File: src/rtl/rz_frame_scheduler.sv
// rz_frame_scheduler: reads the six ARINC429 receive RAMs round-robin into
// one ordered valid/ready word stream, one frame per start pulse.
// Ports: clock, reset (async, active-low), start, chan_en[5:0] (bit0 = line 1);
//   rd_arinc1..6 / arinc_1_outp..6 are RAM read address / read data;
//   out_data, out_chan, out_addr, out_valid, out_ready form the word stream;
//   busy and frame_done report frame status.
// Option: define RZ_SCHED_CHKSUM_EN to append a two's-complement checksum
//   word (out_chan=7, out_addr=0) after the last channel of each frame.
module rz_frame_scheduler #(
    parameter int WORDS   = 32,
    parameter int RAM_LAT = 1
) (
    input  logic        clock,
    input  logic        reset,
    input  logic        start,
    input  logic [5:0]  chan_en,
    output logic [4:0]  rd_arinc1,
    output logic [4:0]  rd_arinc2,
    output logic [4:0]  rd_arinc3,
    output logic [4:0]  rd_arinc4,
    output logic [4:0]  rd_arinc5,
    output logic [4:0]  rd_arinc6,
    input  logic [15:0] arinc_1_outp,
    input  logic [15:0] arinc_2_outp,
    input  logic [15:0] arinc_3_outp,
    input  logic [15:0] arinc_4_outp,
    input  logic [15:0] arinc_5_outp,
    input  logic [15:0] arinc_6_outp,
    output logic [15:0] out_data,
    output logic [2:0]  out_chan,
    output logic [4:0]  out_addr,
    output logic        out_valid,
    input  logic        out_ready,
    output logic        busy,
    output logic        frame_done
);

    typedef enum logic [2:0] {
        IDLE, SEL, ADDR, WAIT, PRESENT, CHK, DONE
    } state_t;

    localparam logic [4:0] LAST = 5'(WORDS - 1);
    localparam logic [1:0] LAT  = 2'(RAM_LAT);

    state_t      state, state_n;
    logic [5:0]  mask, mask_n;
    logic [5:0]  served, served_n;
    logic [2:0]  sel, sel_n;
    logic [4:0]  cnt, cnt_n;
    logic [1:0]  wcnt, wcnt_n;
    logic [4:0]  rd_q [6];
    logic [4:0]  rd_n [6];
    logic [15:0] rdat [6];
    logic [15:0] data_n;
    logic [2:0]  chan_n;
    logic [4:0]  addr_n;
    logic        valid_n, busy_n, done_n;
    logic [5:0]  pend;
    logic [2:0]  pick;
`ifdef RZ_SCHED_CHKSUM_EN
    logic [15:0] sum, sum_n;
`endif

    assign rdat[0] = arinc_1_outp;
    assign rdat[1] = arinc_2_outp;
    assign rdat[2] = arinc_3_outp;
    assign rdat[3] = arinc_4_outp;
    assign rdat[4] = arinc_5_outp;
    assign rdat[5] = arinc_6_outp;

    assign rd_arinc1 = rd_q[0];
    assign rd_arinc2 = rd_q[1];
    assign rd_arinc3 = rd_q[2];
    assign rd_arinc4 = rd_q[3];
    assign rd_arinc5 = rd_q[4];
    assign rd_arinc6 = rd_q[5];

    // Scan high-to-low so the lowest pending channel is the one left in pick.
    always_comb begin
        pend = mask & ~served;
        pick = 3'd0;
        for (int i = 5; i >= 0; i--)
            if (pend[i]) pick = 3'(i);
    end

    always_comb begin
        state_n  = state;
        mask_n   = mask;
        served_n = served;
        sel_n    = sel;
        cnt_n    = cnt;
        wcnt_n   = wcnt;
        rd_n     = rd_q;
        data_n   = out_data;
        chan_n   = out_chan;
        addr_n   = out_addr;
        valid_n  = out_valid;
        busy_n   = busy;
        done_n   = 1'b0;
`ifdef RZ_SCHED_CHKSUM_EN
        sum_n    = sum;
`endif
        case (state)
            IDLE: begin
                if (start) begin
                    mask_n   = chan_en;
                    served_n = '0;
                    busy_n   = 1'b1;
`ifdef RZ_SCHED_CHKSUM_EN
                    sum_n    = '0;
`endif
                    state_n  = SEL;
                end
            end
            SEL: begin
                if (|pend) begin
                    sel_n   = pick;
                    cnt_n   = '0;
                    state_n = ADDR;
                end else begin
`ifdef RZ_SCHED_CHKSUM_EN
                    data_n  = ~sum + 16'd1;
                    chan_n  = 3'd7;
                    addr_n  = '0;
                    valid_n = 1'b1;
                    state_n = CHK;
`else
                    done_n  = 1'b1;
                    state_n = DONE;
`endif
                end
            end
            ADDR: begin
                for (int i = 0; i < 6; i++) rd_n[i] = '0;
                rd_n[sel] = cnt;
                wcnt_n    = LAT;
                state_n   = WAIT;
            end
            WAIT: begin
                // Address has been stable for RAM_LAT clocks on the last count.
                if (wcnt == 2'd1) begin
                    data_n  = rdat[sel];
                    chan_n  = sel + 3'd1;
                    addr_n  = cnt;
                    valid_n = 1'b1;
                    state_n = PRESENT;
                end else begin
                    wcnt_n = wcnt - 2'd1;
                end
            end
            PRESENT: begin
                if (out_ready) begin
                    valid_n = 1'b0;
`ifdef RZ_SCHED_CHKSUM_EN
                    sum_n   = sum + out_data;
`endif
                    if (cnt == LAST) begin
                        served_n[sel] = 1'b1;
                        state_n       = SEL;
                    end else begin
                        cnt_n   = cnt + 5'd1;
                        state_n = ADDR;
                    end
                end
            end
            CHK: begin
                if (out_ready) begin
                    valid_n = 1'b0;
                    done_n  = 1'b1;
                    state_n = DONE;
                end
            end
            DONE: begin
                busy_n = 1'b0;
                for (int i = 0; i < 6; i++) rd_n[i] = '0;
                state_n = IDLE;
            end
            default: state_n = IDLE;
        endcase
    end

    always_ff @(posedge clock or negedge reset) begin
        if (!reset) begin
            state      <= IDLE;
            mask       <= '0;
            served     <= '0;
            sel        <= '0;
            cnt        <= '0;
            wcnt       <= '0;
            rd_q       <= '{default: '0};
            out_data   <= '0;
            out_chan   <= '0;
            out_addr   <= '0;
            out_valid  <= 1'b0;
            busy       <= 1'b0;
            frame_done <= 1'b0;
`ifdef RZ_SCHED_CHKSUM_EN
            sum        <= '0;
`endif
        end else begin
            state      <= state_n;
            mask       <= mask_n;
            served     <= served_n;
            sel        <= sel_n;
            cnt        <= cnt_n;
            wcnt       <= wcnt_n;
            rd_q       <= rd_n;
            out_data   <= data_n;
            out_chan   <= chan_n;
            out_addr   <= addr_n;
            out_valid  <= valid_n;
            busy       <= busy_n;
            frame_done <= done_n;
`ifdef RZ_SCHED_CHKSUM_EN
            sum        <= sum_n;
`endif
        end
    end

endmodule

File: config.mk
export PLATFORM = sky130hd
export DESIGN_NAME = rz_frame_scheduler
export DESIGN_NICKNAME = d
export VERILOG_FILES = /design/src/rtl/rz_frame_scheduler.sv
export SDC_FILE = /design/constraint.sdc
export NUM_CORES = 1
export LEC_CHECK = 0
export BUFFER_PORTS_ARGS = -buffer_cell sky130_fd_sc_hd__clkbuf_2
export CORE_ASPECT_RATIO = 1.2
export CORE_UTILIZATION = 48
export CTS_CLUSTER_DIAMETER = 30
export DETAILED_ROUTE_END_ITERATION = 10
export GPL_TIMING_DRIVEN = 0
export PLACE_DENSITY = 0.8
export SETUP_SLACK_MARGIN = 0.2
export SLEW_MARGIN = 30
export SYNTH_ARGS = -nofsm -noshare
export SYNTH_HDL_FRONTEND = slang
export SYNTH_SLANG_ARGS = --single-unit
File: constraint.sdc
create_clock -name clock -period 3.03 [get_ports clock]
set_input_delay 0.303 -clock clock [delete_from_list [all_inputs] [get_ports clock]]
set_output_delay 0.303 -clock clock [all_outputs]
set_load 0.01 [all_outputs]
==> reports/qor.yml, run 1 <==
outcome:
  status: "complete, but fails checks"
  violations: "DRC"
critical_path:
  r2r_slack_ns: 0.66
  cp_top_family: "simple AND/OR/NAND/NOR gates"
  crit_fanout: 10
  cp.required_ns: 3.32
  end_kind: "register"
  cp_data_arrival_time_ns: 2.66
  cpPeakStageDelay_ns: 0.46
  worstSetupPathType: "register to register"
  path_cells: "ha_1 -> and3_1 -> ha_1 -> o31ai_1 -> o311ai_4 -> or4_1 -> nand3_1"
  crit_buf_inv: 0
  cp_slowest_cell: "dfrtp_1"
  start_kind: "register"
  crit_top_cell: "ha_1"
drt:
  drtAntennaViolNets: 0
  routed_wl_mm: 11.5
  drcViolationCount: 36
  first_pass_iters: 9
  drtIter0Drc: 244
  num_vias: 3734
  routedWlPerCell_um: 18.2
  viasPerCell: 5.90
floorplanning:
  dieArea_um2: 8420
  coreArea_um2: 7750
  ios: 163
  die_h_um: 100
  row_count: 35
  initial_core_util_pct: 49.9
  fp.dieW_um: 83.9
clocking:
  postCtsSetupRepairBufs: 0
  cts.sinks: 82
  hold_buffers: 1
  cts_buffers: 9
  clockRootBuffer: "clkbuf_8"
  cts.htree.levels: 3
  clk_latency_ns: 0.36
  cts_tree: "yes"
  cts_buffer_depth: 2
  clkTransAtPathRegs_ns: 0.09
  cts-resized-gates: 0
finish:
  layout.nets: 647
  largest_reg_flops: 16
  antenna_cells: 0
  top_register: "out_data"
  nFillCells: 661
  top_regs: "out_data x16, mask x6, served x6"
  final_cells: 633
  fin_util_pct: 64.8
  drive_gt1_share_pct: 38.6
  areaGrowthSynthToFinish_pct: 29.8
placed_design:
  gp_congestion: 0.926
  pre_cts_ws_ns: 0.683
  dp_cells: 616
  port_buffers: 162
  dp_hpwl_mm: 8.72
sta:
  rsz0062_at_grt: "no"
  fmax_mhz: 422
  finalHoldViolations: 0
  setup-violations-final: 0
  maxSlewViolCount: 0
  max_slew_margin_pct: 48.0
  post-route-period-util_pct: 78.3
  timing.setup.tns_ns: 0
  fin_skew_ns: 0.0122
  period_needed_ns: 2.37
  tightest_slew_ns: 0.779
  setup_ws_ns: 0.658
yosys:
  synthXorXnorAreaFrac_pct: 0.227
  synth_fa_ha_area_share_pct: 1.62
  synthSimpleGateAreaFrac_pct: 12.5
  ys_async_sr_fraction_pct: 100
  synth_compound_area_share_pct: 25.1
  ys_warn_count: 0
  synth.avg_cell_area_um2: 10.7
  ys.flop_type: "dfrtp_1"
  synth_top_family_by_area: "compound AO/OA/AOI/OAI gates"
  yosysSeqAreaShare_pct: 53.1
  synth_mux_area_share_pct: 4.08
  mappedNetlistNets: 473
  synth_edf_count: 0
  ys_ff_latch: 82
  syn_area_um2: 3870
  ys_types: 38
  synthCells: 362
grt:
  first_global_vias: 3557
  overflow: 0
  grtUsageTotal_pct: 27.3
  grt_antenna_before_repair: 0
  grt_pass1_wl_mm: 17.5
  grt_max_degree: 83
pwr:
  peakVddDrop_v: 0.000537
  leakagePower_nw: 2.61
  p_per_area_nw_per_um2: 894
worst_hold_path:
  min_path_type: "primary input to register"
run:
  cap_violations: 0
==> report_power, final <==
part / switching [mW] / total [mW] / internal (mW) / leakage, nW
sequential: 0.204 / 1.59 / 1.39 / 1.08
combinational: 1.28 / 2.07 / 0.790 / 1.43
clock: 0.428 / 0.824 / 0.396 / 0.0999
==> area by class of cell <==
type	instances	area [um^2]	share of cell area, %
clock inverter	7	85.1	1.69
inverter	4	15.0	0.299
buffer	25	116	2.32
multi-input combinational	251	1680	33.5
tap	92	115	2.29
timing repair buffer	163	830	16.5
clock buffer	9	124	2.47
sequential	82	2050	40.9
==> worst reg2reg max path, delay by kind of cell, from the launching register on <==
family          cells  cell delay [ns]
simple gates        3             0.73
compound gates      2             0.62
fa+ha+maj           2             0.50
flops               1             0.46
==> synthesized netlist by cell type (2+ instances only) <==
| library cell | number | area (um^2) |
|---|---|---|
| dfrtp_1 | 82 | 2050 |
| nand2_1 | 44 | 165 |
| a22oi_1 | 33 | 248 |
| a22o_1 | 31 | 272 |
| o21ai_0 | 27 | 135 |
| a21oi_1 | 17 | 85.1 |
| a221oi_1 | 16 | 140 |
| clkbuf_1 | 14 | 52.6 |
| mux2_2 | 14 | 158 |
| nor2_1 | 14 | 52.6 |
| buf_2 | 9 | 45.0 |
| nor3b_1 | 8 | 60.1 |
| nand2b_1 | 6 | 37.5 |
| nand3_1 | 6 | 30.0 |
| ha_1 | 5 | 62.6 |
| inv_1 | 4 | 15.0 |
| nor2b_1 | 4 | 25.0 |
| nor3_1 | 4 | 20.0 |
| and3_1 | 2 | 12.5 |
| and3b_1 | 2 | 17.5 |
| o21ai_1 | 2 | 10.0 |
| o31ai_1 | 2 | 15.0 |
==> per-stage QoR <==
stage | power, mW | cell area (um^2) | hold WS, ns
final | 4.49 | 5020 | 0.178
after global routing | 4.79 | 5020 | 0.169
after CTS | 4.49 | 5020 | 0.167
after detailed placement | 3.66 | 4800 | 0.380
after global placement | 3.59 | 4790 | 0.466
after floorplan | 2.92 | 3870 | 0.00741
==> worst paths after layout <==
path                                      endpoint  depth (start not counted)             startpoint
setup / recovery                cnt[3]$_DFFE_PN0P_                          7     cnt[0]$_DFFE_PN0P_
hold / removal                 mask[4]$_DFFE_PN0P_                          2             chan_en[4]
setup reg to reg                cnt[3]$_DFFE_PN0P_                          7     cnt[0]$_DFFE_PN0P_
hold reg to reg              served[3]$_DFFE_PN0P_                          2  served[3]$_DFFE_PN0P_
max in group asynchronous  out_addr[3]$_DFFE_PN0P_                          2                  reset
min in group asynchronous      wcnt[1]$_DFFE_PN0P_                          2                  reset
==> cell usage in the layout, fill, tap and decap left out, types with 16 or more instances in the layout <==
master and instances:
a21oi_1 17, o21ai_0 27, a22o_1 31, clkbuf_2 161, a221oi_1 16, a22oi_1 33
nand2_1 44, dfrtp_1 82
==> cells by family after synthesis <==
group           Yosys count
compound gates          134
xor+xnor                  1
fa+ha+maj                 5
buf+inv                  29
flops                    82
mux                      14
simple gates             97
==> per-layer routing <==
| layer | GRT usage (%) | wire length (um) | vias up |
|---|---|---|---|
| met1 | 31.0 | 4400 | 1767 |
| met3 | 6.09 | 811 | 44 |
| li1 | - | - | 1714 |
| met2 | 47.2 | 5770 | 209 |
| met5 | 0 | 0 | - |
| met4 | 16.7 | 546 | 0 |
No activity file was read; power rests on OpenSTA's default activity.
==> run 2: changes to the inputs <==
Settings changed: CORE_UTILIZATION 48 to 43, PLACE_DENSITY 0.8 to 0.76.
Clock period 3.03 ns to 2.1 ns, I/O delays scaled along.
==> reports/qor.yml, run 2 (same netlist as run 1, synthesis figures left out) <==
drt:
  drtAntennaViolNets: 0  # unchanged
  drcViolationCount: 0  # was 36
  routed_wl_mm: 12.3  # was 11.5 mm
  routedWlPerCell_um: 18.5  # was 18.2 um
  drtIter0Drc: 328  # was 244
  first_pass_iters: 4  # was 9
  viasPerCell: 5.60  # was 5.90
  num_vias: 3723  # was 3734
critical_path:
  cp_data_arrival_time_ns: 2.27  # was 2.66 ns
  cp_slowest_cell: "nor3b_1"  # was dfrtp_1
  r2r_cells: 5  # was 7
  crit_fanout: 10  # unchanged
  end_kind: "register"  # unchanged
  cp_top_family: "simple AND/OR/NAND/NOR gates"  # unchanged
  path_cells: "buf_6 -> inv_1 -> nand2_1 -> nor3b_1 -> a22o_1"  # was ha_1 -> and3_1 -> ha_1 -> o31ai_1 -> o311ai_4 -> or4_1 -> nand3_1
  crit_buf_inv: 2  # was 0
  cpPeakStageDelay_ns: 0.74  # was 0.46 ns
  worstSetupPathType: "register to register"  # unchanged
  cp.required_ns: 2.40  # was 3.32 ns
  timing.rr.start: "state[0]$_DFFE_PN0P_"  # was cnt[0]$_DFFE_PN0P_
  start_kind: "register"  # unchanged
  r2r_slack_ns: 0.13  # was 0.66 ns
  r2r-end: "rd_arinc4[3]$_DFFE_PN0P_"  # was cnt[3]$_DFFE_PN0P_
sta:
  setup-violations-final: 0  # unchanged
  fin_skew_ns: 0.0134  # was 0.0122 ns
  rsz0062_at_grt: "yes"  # was no
  finalHoldViolations: 0  # unchanged
  tightest_slew_ns: 0.790  # was 0.779 ns
  max_slew_margin_pct: 47.2  # was 48.0%
  maxSlewViolCount: 0  # unchanged
  period_needed_ns: 1.97  # was 2.37 ns
  post-route-period-util_pct: 93.7  # was 78.3%
  fmax_mhz: 508  # was 422 MHz
clocking:
  cts_tree: "yes"  # unchanged
  clkTransAtPathRegs_ns: 0.08  # was 0.09 ns
  cts_buffers: 9  # unchanged
  cts.sinks: 82  # unchanged
  clockRootBuffer: "clkbuf_8"  # unchanged
  clk_latency_ns: 0.37  # was 0.36 ns
  cts_buffer_depth: 2  # unchanged
  cts.htree.levels: 3  # unchanged
run:
  cap_violations: 0  # unchanged
floorplanning:
  coreArea_um2: 8660  # was 7750 um^2
  dieArea_um2: 9380  # was 8420 um^2
  initial_core_util_pct: 44.7  # was 49.9%
  ios: 163  # unchanged
  die_h_um: 106  # was 100 um
  fp.dieW_um: 88.6  # was 83.9 um
  row_count: 37  # was 35
finish:
  antenna_cells: 0  # unchanged
  final_common_cell: "clkbuf_2"  # unchanged
  final_cell_mix: "clkbuf_2 (167), dfrtp_1 (78), nand2_1 (44)"  # was clkbuf_2 (161), dfrtp_1 (82), nand2_1 (44)
  final_cells: 665  # was 633
  areaGrowthSynthToFinish_pct: 34.2  # was 29.8%
  layout.nets: 654  # was 647
  fin_util_pct: 60.0  # was 64.8%
  top_regs: "out_data x16, mask x6, served x6"  # unchanged
  top_register: "out_data"  # unchanged
  drive_gt1_share_pct: 42.7  # was 38.6%
  largest_reg_flops: 16  # unchanged
pwr:
  peakVddDrop_v: 0.000499  # was 0.000537 V
  p_clk_share_pct: 17.9  # was 18.4%
  p_switching_mw: 2.76  # was 1.91 mW
  combPwrFrac_pct: 47.4  # was 46.1%
  leakagePower_nw: 2.67  # was 2.61 nW
  power_mw: 6.63  # was 4.49 mW
  p_per_area_nw_per_um2: 1280  # was 894 nW/um^2
  switching_share_pct: 41.6  # was 42.6%
  intPower_mw: 3.87  # was 2.57 mW
  pwr-share-seq_pct: 34.7  # was 35.5%
grt:
  first_global_vias: 3503  # was 3557
  grt_max_degree: 83  # unchanged
  grt_antenna_before_repair: 0  # unchanged
  grtUsageTotal_pct: 26.1  # was 27.3%
  grt_pass1_wl_mm: 17.8  # was 17.5 mm
  overflow: 0  # unchanged
placed_design:
  gp_congestion: 0.825  # was 0.926
  port_buffers: 162  # unchanged
  dp_cells: 641  # was 616
  dp_hpwl_mm: 9.24  # was 8.72 mm
worst_hold_path:
  holdCritStartpoint: "chan_en[3]"  # was chan_en[4]
  min_path_cells: 2  # unchanged
  min_path_type: "primary input to register"  # unchanged
  whs_endpoint: "mask[3]$_DFFE_PN0P_"  # was mask[4]$_DFFE_PN0P_
outcome:
  status: "finished, final reports clean"  # was complete, but fails checks
==> run 2: cell count changes in the layout (fill, tap and decap cells not counted), moves of 3 or more <==
cell,change
dfrtp_2,+4
dfrtp_1,-4
clkbuf_1,-5
buf_4,+7
nor3b_1,-3
clkbuf_2,+6
==> run 2: layer usage <==
| metal | track usage [%] | up-vias | part of all wire (%) |
|---|---|---|---|
| met5 | 0 | - | 0 |
| met4 | 12.2 | 0 | 3.2 |
| met3 | 4.86 | 28 | 6.8 |
| met2 | 44.9 | 181 | 51 |
| met1 | 30.9 | 1782 | 39 |
| li1 | - | 1732 | - |
==> run 2: worst max-delay path by stage <==
| stage | from | slack [ns] | end | cells past startpoint |
|---|---|---|---|---|
| 6_report | state[0]$_DFFE_PN0P_ | 0.13 | rd_arinc4[3]$_DFFE_PN0P_ | 5 |
| 4_1_cts | state[0]$_DFFE_PN0P_ | 0.13 | rd_arinc5[4]$_DFFE_PN0P_ | 5 |
| 3_5_place_dp | sel[2]$_DFFE_PN0P_ | -0.03 | out_data[5]$_DFFE_PN0P_ | 7 |
| 5_1_grt | state[0]$_DFFE_PN0P_ | 0.01 | rd_arinc6[4]$_DFFE_PN0P_ | 5 |
| 3_3_place_gp | sel[2]$_DFFE_PN0P_ | -0.03 | out_data[5]$_DFFE_PN0P_ | 7 |
| 2_1_floorplan | cnt[0]$_DFFE_PN0P_ | 0.23 | cnt[3]$_DFFE_PN0P_ | 7 |
==> run 2: stage by stage <==
stage	TNS [ns]	setup slack (ns)	cell area, um^2	hold slack, ns
after global routing	0	0.0100	5190	0.0810
after floorplan	0	0.226	3900	-0.0856
after global placement	-0.0250	-0.0250	4860	0.452
after CTS	0	0.132	5150	0.0716
after detailed placement	-0.0260	-0.0260	4870	0.290
final	0	0.133	5190	0.0762
==> run 2: power groups by stage <==
stage	Combinational, mW	Sequential (mW)	Clock [mW]
CTS	3.09	2.28	1.21
finish	3.14	2.30	1.19
global placement	2.91	2.29	0
global route	3.41	2.34	1.26
detailed placement	2.99	2.31	0
floorplan	1.90	2.35	0
==> run 2: final cells by class <==
| cell class | count | area [um^2] |
|---|---|---|
| fillers | 731 | 3470 |
| flip-flops and latches | 82 | 2060 |
| multi-input cells | 251 | 1760 |
| repair buffers | 170 | 882 |
| clock buffers | 12 | 155 |
| well taps | 117 | 146 |
| plain buffers | 25 | 126 |
| clock inverters | 4 | 48.8 |
| inverters | 4 | 15.0 |
==> run 2: timing repair <==
item,4_1_cts,5_1_grt
endpoints found under the hold margin,82,0
resized for setup,12,9
hold buffers,1,0
pin swaps,2,2
buffers inserted,5,2
setup endpoints to repair,50,54
==> run 3: changes to the inputs <==
Settings changed: RECOVER_POWER set to 25.
==> reports/qor.yml, run 3 (same netlist as run 1, synthesis figures left out) <==
outcome:
  status: "finished, final reports clean"  # unchanged
critical_path:
  timing.rr.start: "state[0]$_DFFE_PN0P_"  # unchanged
  start_kind: "register"  # unchanged
  cpPeakStageDelay_ns: 0.74  # about the same
  end_kind: "register"  # unchanged
  r2r_cells: 5  # unchanged
  cp_slowest_cell: "nor3b_1"  # unchanged
  worstSetupPathType: "register to register"  # unchanged
  path_cells: "buf_6 -> inv_1 -> nand2_1 -> nor3b_1 -> a22o_1"  # unchanged
  crit_fanout: 10  # unchanged
  cp_top_family: "simple AND/OR/NAND/NOR gates"  # unchanged
  crit_buf_inv: 2  # unchanged
  cp_data_arrival_time_ns: 2.26  # was 2.27 ns
  r2r_slack_ns: 0.13  # about the same
  r2r-end: "rd_arinc4[3]$_DFFE_PN0P_"  # unchanged
  cp.required_ns: 2.40  # about the same
clocking:
  clk_latency_ns: 0.37  # about the same
  cts.htree.levels: 3  # unchanged
  clkTransAtPathRegs_ns: 0.08  # about the same
  clockRootBuffer: "clkbuf_8"  # unchanged
  cts_buffer_depth: 2  # unchanged
  cts_buffers: 9  # unchanged
  cts_tree: "yes"  # unchanged
  cts.sinks: 82  # unchanged
floorplanning:
  dieArea_um2: 9380  # unchanged
  initial_core_util_pct: 44.7  # unchanged
  fp.dieW_um: 88.6  # unchanged
  ios: 163  # unchanged
  die_h_um: 106  # unchanged
  coreArea_um2: 8660  # unchanged
  row_count: 37  # unchanged
finish:
  final_common_cell: "clkbuf_2"  # unchanged
  finalInstanceArea_um2: 5180  # was 5190 um^2
  fin_util_pct: 59.9  # was 60.0%
  top_register: "out_data"  # unchanged
  final_cell_mix: "clkbuf_2 (167), dfrtp_1 (78), nand2_1 (44)"  # unchanged
  top_regs: "out_data x16, mask x6, served x6"  # unchanged
  areaGrowthSynthToFinish_pct: 34.1  # was 34.2%
  antenna_cells: 0  # unchanged
  drive_gt1_share_pct: 42.7  # unchanged
  layout.nets: 654  # unchanged
  largest_reg_flops: 16  # unchanged
  final_cells: 665  # unchanged
drt:
  num_vias: 3738  # was 3723
  drcViolationCount: 0  # unchanged
  drtAntennaViolNets: 0  # unchanged
  viasPerCell: 5.62  # was 5.60
  first_pass_iters: 7  # was 4
  routed_wl_mm: 12.4  # was 12.3 mm
  routedWlPerCell_um: 18.6  # was 18.5 um
  drtIter0Drc: 308  # was 328
placed_design:
  dp_hpwl_mm: 9.24  # unchanged
  gp_congestion: 0.825  # unchanged
  dp_cells: 641  # unchanged
  pre_cts_ws_ns: -0.0260  # unchanged
  place_area_um2: 4870  # unchanged
  port_buffers: 162  # unchanged
sta:
  fin_skew_ns: 0.0130  # was 0.0134 ns
  setup_ws_ns: 0.135  # was 0.133 ns
  max_slew_margin_pct: 26.2  # was 47.2%
  hold_ws_ns: 0.0777  # was 0.0762 ns
  finalHoldViolations: 0  # unchanged
  tightest_slew_ns: 1.11  # was 0.790 ns
  period_needed_ns: 1.97  # about the same
  setup-violations-final: 0  # unchanged
  rsz0062_at_grt: "yes"  # unchanged
  fmax_mhz: 509  # was 508 MHz
  maxSlewViolCount: 0  # unchanged
  post-route-period-util_pct: 93.6  # was 93.7%
  timing.setup.tns_ns: 0  # unchanged
worst_hold_path:
  holdCritStartpoint: "chan_en[3]"  # unchanged
  whs_endpoint: "mask[3]$_DFFE_PN0P_"  # unchanged
  min_path_type: "primary input to register"  # unchanged
  min_path_cells: 2  # unchanged
pwr:
  peakVddDrop_v: 0.000499  # about the same
  power_mw: 6.62  # was 6.63 mW
  leakagePower_nw: 2.67  # about the same
  p_per_area_nw_per_um2: 1280  # about the same
grt:
  grt_use_met2_pct: 44.9  # unchanged
  grt-busiest-layer: "met2"  # unchanged
  use_met3_pct: 4.86  # unchanged
  grtUsageTotal_pct: 26.1  # unchanged
  overflow: 0  # unchanged
  grt_antenna_before_repair: 0  # unchanged
  grt_pass1_wl_mm: 17.8  # unchanged
  first_global_vias: 3503  # unchanged
  use_met1_pct: 30.9  # unchanged
  grt_max_degree: 83  # unchanged
run:
  cap_violations: 0  # unchanged
run 3: final cells by class:
cell class / instances / area (um^2)
Fill cell: 733 / 3470
Sequential cell: 82 / 2060
Multi-Input combinational cell: 251 / 1760
Timing Repair Buffer: 170 / 876
Clock buffer: 12 / 155
Tap cell: 117 / 146
Buffer: 25 / 126
Clock inverter: 4 / 48.8
Inverter: 4 / 15.0
run 3: worst reg2reg max path: cells and delay by family (launching register included):
kind	cells	cell delay [ns]
flops	1	0.37
simple gates	2	1.00
compound gates	1	0.24
buf+inv	2	0.29
run 3: worst max path at each step:
| stage | startpoint | end | depth (start not counted) |
|---|---|---|---|
| 2_1_floorplan | cnt[0]$_DFFE_PN0P_ | cnt[3]$_DFFE_PN0P_ | 7 |
| 3_3_place_gp | sel[2]$_DFFE_PN0P_ | out_data[5]$_DFFE_PN0P_ | 7 |
| 3_5_place_dp | sel[2]$_DFFE_PN0P_ | out_data[5]$_DFFE_PN0P_ | 7 |
| 4_1_cts | state[0]$_DFFE_PN0P_ | rd_arinc5[4]$_DFFE_PN0P_ | 5 |
| 5_1_grt | state[0]$_DFFE_PN0P_ | rd_arinc6[4]$_DFFE_PN0P_ | 5 |
| 6_report | state[0]$_DFFE_PN0P_ | rd_arinc4[3]$_DFFE_PN0P_ | 5 |
run 3: layer usage:
metal / up-vias / wire, um / share of wire (%)
met5: - / 0 / 0
met4: 0 / 362 / 2.9
met3: 24 / 767 / 6.2
met2: 171 / 6330 / 51
met1: 1814 / 4920 / 40
li1: 1729 / - / -
run 3: timing repair:
action                                  4_1_cts  5_1_grt
setup buffers                                 5        2
pin swaps                                     2        2
endpoints found under the setup margin       50       54
resized for setup                            12        9
endpoints found under the hold margin        82        0
hold buffers                                  1        0
run 3: where the power goes:
group          switching, mW  internal [mW]
Clock                  0.573          0.615
Combinational           1.89           1.24
Sequential             0.290           2.01
Total                   2.76           3.87
